### src/rtl/multicycle_control_unit.sv
// multicycle_control_unit: Moore FSM sequencing RV32I instructions over a shared ALU and unified memory.
// Outputs decode from the current state, with mem_ready and ALU flags folded in where a state waits or branches.
module multicycle_control_unit #(
   parameter int ALU_CTRL_W     = 4,
   parameter bit EN_FULL_BRANCH = 1'b1,
   parameter bit EN_UPPER       = 1'b1,
   parameter bit EN_JALR        = 1'b1,
   parameter bit TRAP_HALT      = 1'b1
) (
   input  logic                  clk,
   input  logic                  rst,
   input  logic [6:0]            Op,
   input  logic [2:0]            funct3,
   input  logic [6:0]            funct7,
   input  logic                  Zero,
   input  logic                  Lt,
   input  logic                  Ltu,
   input  logic                  mem_ready,
   output logic                  PCWrite,
   output logic                  IRWrite,
   output logic                  RegWrite,
   output logic                  MemWrite,
   output logic                  AdrSrc,
   output logic [1:0]            ALUSrcA,
   output logic [1:0]            ALUSrcB,
   output logic [1:0]            ResultSrc,
   output logic [2:0]            ImmSrc,
   output logic [ALU_CTRL_W-1:0] ALUControl,
   output logic                  illegal_op,
   output logic [3:0]            state
);
   typedef enum logic [3:0] {
      S_FETCH = 4'd0, S_DECODE = 4'd1, S_MEMADR = 4'd2, S_MEMREAD = 4'd3, S_MEMWB = 4'd4,
      S_MEMWRITE = 4'd5, S_EXECR = 4'd6, S_EXECI = 4'd7, S_ALUWB = 4'd8, S_BRANCH = 4'd9,
      S_JAL = 4'd10, S_JALR = 4'd11, S_UPPER = 4'd12, S_TRAP = 4'd13
   } state_t;

   localparam logic [6:0] OP_LOAD = 7'b0000011, OP_STORE = 7'b0100011, OP_R = 7'b0110011,
                          OP_I = 7'b0010011, OP_BRANCH = 7'b1100011, OP_JAL = 7'b1101111,
                          OP_JALR = 7'b1100111, OP_LUI = 7'b0110111, OP_AUIPC = 7'b0010111;
   localparam logic [2:0] IMM_I = 3'b000, IMM_S = 3'b001, IMM_B = 3'b010, IMM_J = 3'b011, IMM_U = 3'b100;
   localparam logic [ALU_CTRL_W-1:0] ALU_ADD = ALU_CTRL_W'(0), ALU_SUB = ALU_CTRL_W'(1),
      ALU_AND = ALU_CTRL_W'(2), ALU_OR = ALU_CTRL_W'(3), ALU_XOR = ALU_CTRL_W'(4),
      ALU_SLT = ALU_CTRL_W'(5), ALU_SLTU = ALU_CTRL_W'(6), ALU_SLL = ALU_CTRL_W'(7),
      ALU_SRL = ALU_CTRL_W'(8), ALU_SRA = ALU_CTRL_W'(9);

   state_t                r_state, w_next, w_dec;
   logic                  r_illegal;
   logic                  w_br_ok, w_taken, w_pcw, w_irw, w_rw, w_mw, w_unused;
   logic [ALU_CTRL_W-1:0] w_alu_f;

   assign w_unused = &{1'b0, funct7[6], funct7[4:0]};
   // 010/011 are never branches; 1xx compares only exist with the full comparator
   assign w_br_ok  = (funct3[2:1] != 2'b01) && (EN_FULL_BRANCH || !funct3[2]);

   always_comb begin
      case (Op)
         OP_LOAD, OP_STORE: w_dec = S_MEMADR;
         OP_R:              w_dec = S_EXECR;
         OP_I:              w_dec = S_EXECI;
         OP_BRANCH:         w_dec = w_br_ok ? S_BRANCH : S_TRAP;
         OP_JAL:            w_dec = S_JAL;
         OP_JALR:           w_dec = EN_JALR ? S_JALR : S_TRAP;
         OP_LUI, OP_AUIPC:  w_dec = EN_UPPER ? S_UPPER : S_TRAP;
         default:           w_dec = S_TRAP;
      endcase
   end

   always_comb begin
      case (r_state)
         S_FETCH:                    w_next = mem_ready ? S_DECODE : S_FETCH;
         S_DECODE:                   w_next = w_dec;
         S_MEMADR:                   w_next = (Op == OP_STORE) ? S_MEMWRITE : S_MEMREAD;
         S_MEMREAD:                  w_next = mem_ready ? S_MEMWB : S_MEMREAD;
         S_MEMWRITE:                 w_next = mem_ready ? S_FETCH : S_MEMWRITE;
         S_EXECR, S_EXECI, S_UPPER:  w_next = S_ALUWB;
         S_JAL:                      w_next = S_ALUWB;
         S_JALR:                     w_next = S_JAL;
         S_TRAP:                     w_next = TRAP_HALT ? S_TRAP : S_FETCH;
         default:                    w_next = S_FETCH;
      endcase
   end

   always_ff @(posedge clk or posedge rst) begin
      if (rst) begin
         r_state   <= S_FETCH;
         r_illegal <= 1'b0;
      end else begin
         r_state <= w_next;
         if (w_next == S_TRAP) r_illegal <= 1'b1;
      end
   end

   always_comb begin
      case (funct3)
         3'b000:  w_alu_f = (r_state == S_EXECR && funct7[5]) ? ALU_SUB : ALU_ADD;
         3'b001:  w_alu_f = ALU_SLL;
         3'b010:  w_alu_f = ALU_SLT;
         3'b011:  w_alu_f = ALU_SLTU;
         3'b100:  w_alu_f = ALU_XOR;
         3'b101:  w_alu_f = funct7[5] ? ALU_SRA : ALU_SRL;
         3'b110:  w_alu_f = ALU_OR;
         default: w_alu_f = ALU_AND;
      endcase
   end

   always_comb begin
      case (funct3)
         3'b000:  w_taken = Zero;
         3'b001:  w_taken = !Zero;
         3'b100:  w_taken = Lt;
         3'b101:  w_taken = !Lt;
         3'b110:  w_taken = Ltu;
         3'b111:  w_taken = !Ltu;
         default: w_taken = 1'b0;
      endcase
   end

   always_comb begin
      w_pcw      = 1'b0;
      w_irw      = 1'b0;
      w_rw       = 1'b0;
      w_mw       = 1'b0;
      AdrSrc     = 1'b0;
      ALUSrcA    = 2'b00;
      ALUSrcB    = 2'b00;
      ResultSrc  = 2'b00;
      ImmSrc     = IMM_I;
      ALUControl = ALU_ADD;
      case (r_state)
         S_FETCH: begin
            ALUSrcB   = 2'b10;
            ResultSrc = 2'b10;
            w_pcw     = mem_ready;
            w_irw     = mem_ready;
         end
         S_DECODE: begin
            ALUSrcA = 2'b01;
            ALUSrcB = 2'b01;
            ImmSrc  = (Op == OP_BRANCH) ? IMM_B : (Op == OP_JAL) ? IMM_J : IMM_I;
         end
         S_MEMADR: begin
            ALUSrcA = 2'b10;
            ALUSrcB = 2'b01;
            ImmSrc  = (Op == OP_STORE) ? IMM_S : IMM_I;
         end
         S_MEMREAD: AdrSrc = 1'b1;
         S_MEMWB: begin
            ResultSrc = 2'b01;
            w_rw      = 1'b1;
         end
         S_MEMWRITE: begin
            AdrSrc = 1'b1;
            w_mw   = 1'b1;
         end
         S_EXECR: begin
            ALUSrcA    = 2'b10;
            ALUControl = w_alu_f;
         end
         S_EXECI: begin
            ALUSrcA    = 2'b10;
            ALUSrcB    = 2'b01;
            ALUControl = w_alu_f;
         end
         S_ALUWB: w_rw = 1'b1;
         S_BRANCH: begin
            ALUSrcA    = 2'b10;
            ALUControl = ALU_SUB;
            w_pcw      = w_taken;
         end
         S_JAL: begin
            ALUSrcA = 2'b01;
            ALUSrcB = 2'b10;
            w_pcw   = 1'b1;
         end
         S_JALR: begin
            ALUSrcA = 2'b10;
            ALUSrcB = 2'b01;
         end
         S_UPPER: begin
            ALUSrcA = (Op == OP_LUI) ? 2'b11 : 2'b01;
            ALUSrcB = 2'b01;
            ImmSrc  = IMM_U;
         end
         default: ;
      endcase
   end

   // reset gates enables combinationally so nothing writes while rst is high
   assign PCWrite    = w_pcw & ~rst;
   assign IRWrite    = w_irw & ~rst;
   assign RegWrite   = w_rw & ~rst;
   assign MemWrite   = w_mw & ~rst;
   assign illegal_op = r_illegal;
   assign state      = r_state;
endmodule

### config.mk
export PLATFORM = sky130hd
export DESIGN_NAME = multicycle_control_unit
export DESIGN_NICKNAME = d
export VERILOG_FILES = /design/src/rtl/multicycle_control_unit.sv
export SDC_FILE = /design/constraint.sdc
export NUM_CORES = 1
export LEC_CHECK = 0
export ABC_AREA = 1
export ABC_CLOCK_PERIOD_IN_PS = 2600
export CAP_MARGIN = 20
export CORE_MARGIN = 1
export CORE_UTILIZATION = 39
export CTS_CLUSTER_SIZE = 25
export DETAILED_ROUTE_END_ITERATION = 16
export PLACE_DENSITY_LB_ADDON = 0.1
export SETUP_SLACK_MARGIN = 0.4
export SKIP_LAST_GASP = 1
export SLEW_MARGIN = 25
export SYNTH_ARGS = -nofsm -noshare
export SYNTH_HDL_FRONTEND = slang
export SYNTH_SLANG_ARGS = --single-unit
### constraint.sdc
create_clock -name clk -period 2.6 [get_ports clk]
set_input_delay 0.26 -clock clk [delete_from_list [all_inputs] [get_ports clk]]
set_output_delay 0.26 -clock clk [all_outputs]
set_load 0.01 [all_outputs]
==> results.cfg <==
[run_status]
status = complete, no violations

[detailed_routing]
totalWireLength_um = 2270
route.antenna.remaining_nets = 0
drt_iter0_drc = 35
vias = 1080
dr.pass1.iters = 4
vias_per_cell = 5.22
wl_per_cell_um = 11.0
drc = 0

[placed_design]
dpl_cell_area_um2 = 1160
hpwlAfterDp_um = 1760
portBuffers = 39
gp_congestion = 0.868

[global_routing]
grt_pass1_wl_um = 3370
antenna_found_initial = 0
grt_pass1_vias = 830
grtUsageTotal = 0.213
grt_max_degree = 10
overflow = 0

[run]
maxCapViolCount = 0

[timing]
tns_ns = 0
skew_ns = 0.00327
hold_viol_final = 0
final-max-slew-violation-count = 0
finalSetupViolCount = 0
max_freq_ghz = 0.473
worst_pin_slew_ns = 0.279
rsz0062_at_grt = no
finalCritPeriodShare = 0.813
max-slew-margin-rel = 0.813
period_minus_slack_ns = 2.11

[synth]
synth_xor_xnor_area_share = 0
netlist_instances = 138
syn-num-nets = 161
syn_area_um2 = 746
synth_fa_ha_area_frac = 0
syn_avg_cell_area_um2 = 5.40
synth_mux_area_frac = 0
yosys_warnings = 0
synth_seq_cells = 5
synth_top_family_by_area = simple AND/OR/NAND/NOR gates
synth_compound_area_frac = 0.166
synth_sequential_area_ratio = 0.168
synthSimpleGateAreaFrac = 0.515
ys_types = 22

[die]
num_rows = 15
io_pins = 46
die-width_um = 45.7
initial_core_util = 0.423
die_area_um2 = 2090
die_h_um = 45.7
core_um2 = 1760

[clock_tree]
hold_buffers = 0
clk_pin_slew_ns = 0.04
clk_latency_ns = 0.24
htreeDepth = 1
clockBufferDepth = 2
numCtsBuffers = 3
cts_num_sinks = 5
cts_tree = done
cts-root-buf = clkbuf_4

[power_and_ir_drop]
power_switching_w = 0.000382
p_int_w = 0.000432
p_clk_frac = 0.108
swShare = 0.469
p_seq_frac = 0.186
pwr-share-comb = 0.707
power.density_nw_per_um2 = 664
p_leak_nw = 0.643
ir_drop_v = 0.000522

[cells_and_area]
diodes = 0
design_area_um2 = 1230
syn_to_final_growth_pct = 64.4
drive_above_1_share = 0.121
fin_nets = 206

[worst_setup_path]
crit_path_end_kind = output port
crit_required_ns = 2.34
cp.arrival_ns = 1.85
crit_fanout = 6
startpoint_type = register
critPathKind = register to output port

[hold_path]
hold_class = input pin to async pin
==> area by class of cell <==
class	count	area, um^2
inverter	27	101
tap	25	31.3
fill	169	538
multi-input combinational	105	526
clock buffer	4	26.3
timing repair buffer	41	413
sequential	5	129
==> cell usage after synthesis <==
cell       number  area, um^2
nand2_1        37         139
inv_1          25        93.8
nor2_1         17        63.8
nand3_1         8        40.0
o21ai_0         8        40.0
nor3_1          6        30.0
dfrtp_1         5         125
nand4_1         5        31.3
nor2_2          5        31.3
a21oi_1         4        20.0
inv_2           2        7.51
nand2_2         2        12.5
nor2_4          2        22.5
o2111ai_1       2        17.5
o21ai_1         2        10.0
o22ai_1         2        12.5
a211oi_1        1        7.51
and2_1          1        6.26
buf_6           1        11.3
nand3b_1        1        7.51
o31ai_1         1        7.51
o41ai_1         1        8.76
==> critical path, stage by stage (launching register included) <==
cell and delay, ns:
dfrtp_2 0.45, inv_1 0.11, nand2_1 0.10, nor2_2 0.16, o21ai_0 0.10, a21oi_1 0.14, clkdlybuf4s50_1 0.55
==> state kept, by name, summed over array words and instances, names as in the netlist <==
register,flops
state,4
illegal_op,1
==> kinds of logic after synthesis <==
logic type | after synthesis
buf+inv | 28
simple gates | 84
flops | 5
compound gates | 21
==> placed cells by master, fill, tap and decap left out <==
cell type / count
a211oi_1: 1
o22ai_1: 2
nor2_1: 14
nand4_1: 5
dlymetal6s2s_1: 4
clkdlybuf4s50_1: 33
o31ai_1: 1
nand2_1: 37
dfrtp_1: 2
inv_1: 25
and2_1: 1
o41ai_1: 1
nand3b_1: 1
clkbuf_1: 1
dlygate4sd2_1: 2
nor3_1: 6
o21ai_1: 2
nor2_4: 4
inv_2: 2
nand2_2: 2
buf_4: 2
a21oi_1: 4
dfrtp_2: 3
o21ai_0: 8
nand3_1: 8
nor2_2: 6
clkbuf_4: 3
o2111ai_1: 2
==> path summary, 6_finish.rpt <==
| check | slack, ns | from | endpoint | cells after the start |
|---|---|---|---|---|
| max | 0.49 | state[3]$_DFF_PP0_ | ALUControl[2] | 6 |
| min | 0.36 | rst | state[1]$_DFF_PP0_ | 2 |
| max reg2reg | 1.26 | state[2]$_DFF_PP0_ | illegal_op$_DFFE_PP0N_ | 7 |
| min reg2reg | 0.46 | illegal_op$_DFFE_PP0N_ | illegal_op$_DFFE_PP0N_ | 2 |
| max in group asynchronous | 2.03 | rst | state[0]$_DFF_PP0_ | 2 |
| min in group clk | 0.46 | illegal_op$_DFFE_PP0N_ | illegal_op$_DFFE_PP0N_ | 2 |
==> power groups by stage <==
stage,sequential (W),combinational (W),clock (W)
after floorplan,0.000136,0.000307,0
after global placement,0.000148,0.000544,0
after detailed placement,0.000149,0.000544,0
after CTS,0.000154,0.000559,0.0000895
after global routing,0.000152,0.000632,0.0000970
final,0.000151,0.000575,0.0000878
==> layer usage <==
metal  routed length, um  up-vias  GRT usage
met2                1130       39      0.377
met5                   0        -          0
met4                   0        0     0.0176
li1                    -      543          -
met1                 998      498      0.290
met3                 149        0     0.0159
==> per-stage QoR <==
step / setup slack [ns] / hold WS [ns] / instances / total power (W) / util
final: 0.486 / 0.359 / 207 / 0.000814 / 0.695
after global routing: 0.401 / 0.382 / 207 / 0.000881 / 0.695
after floorplan: 0.930 / 0.0385 / 138 / 0.000443 / -
after global placement: 0.299 / 0.447 / 201 / 0.000692 / 0.655
after CTS: 0.314 / 0.361 / 205 / 0.000802 / 0.677
after detailed placement: 0.274 / 0.448 / 201 / 0.000692 / 0.655
==> what timing repair did <==
action | in CTS | in global routing
setup endpoints to repair | 5 | 8
setup buffers | 0 | 2
gates resized for setup | 6 | 8
pin swaps | 0 | 1
(Power assumes the default switching activity.)
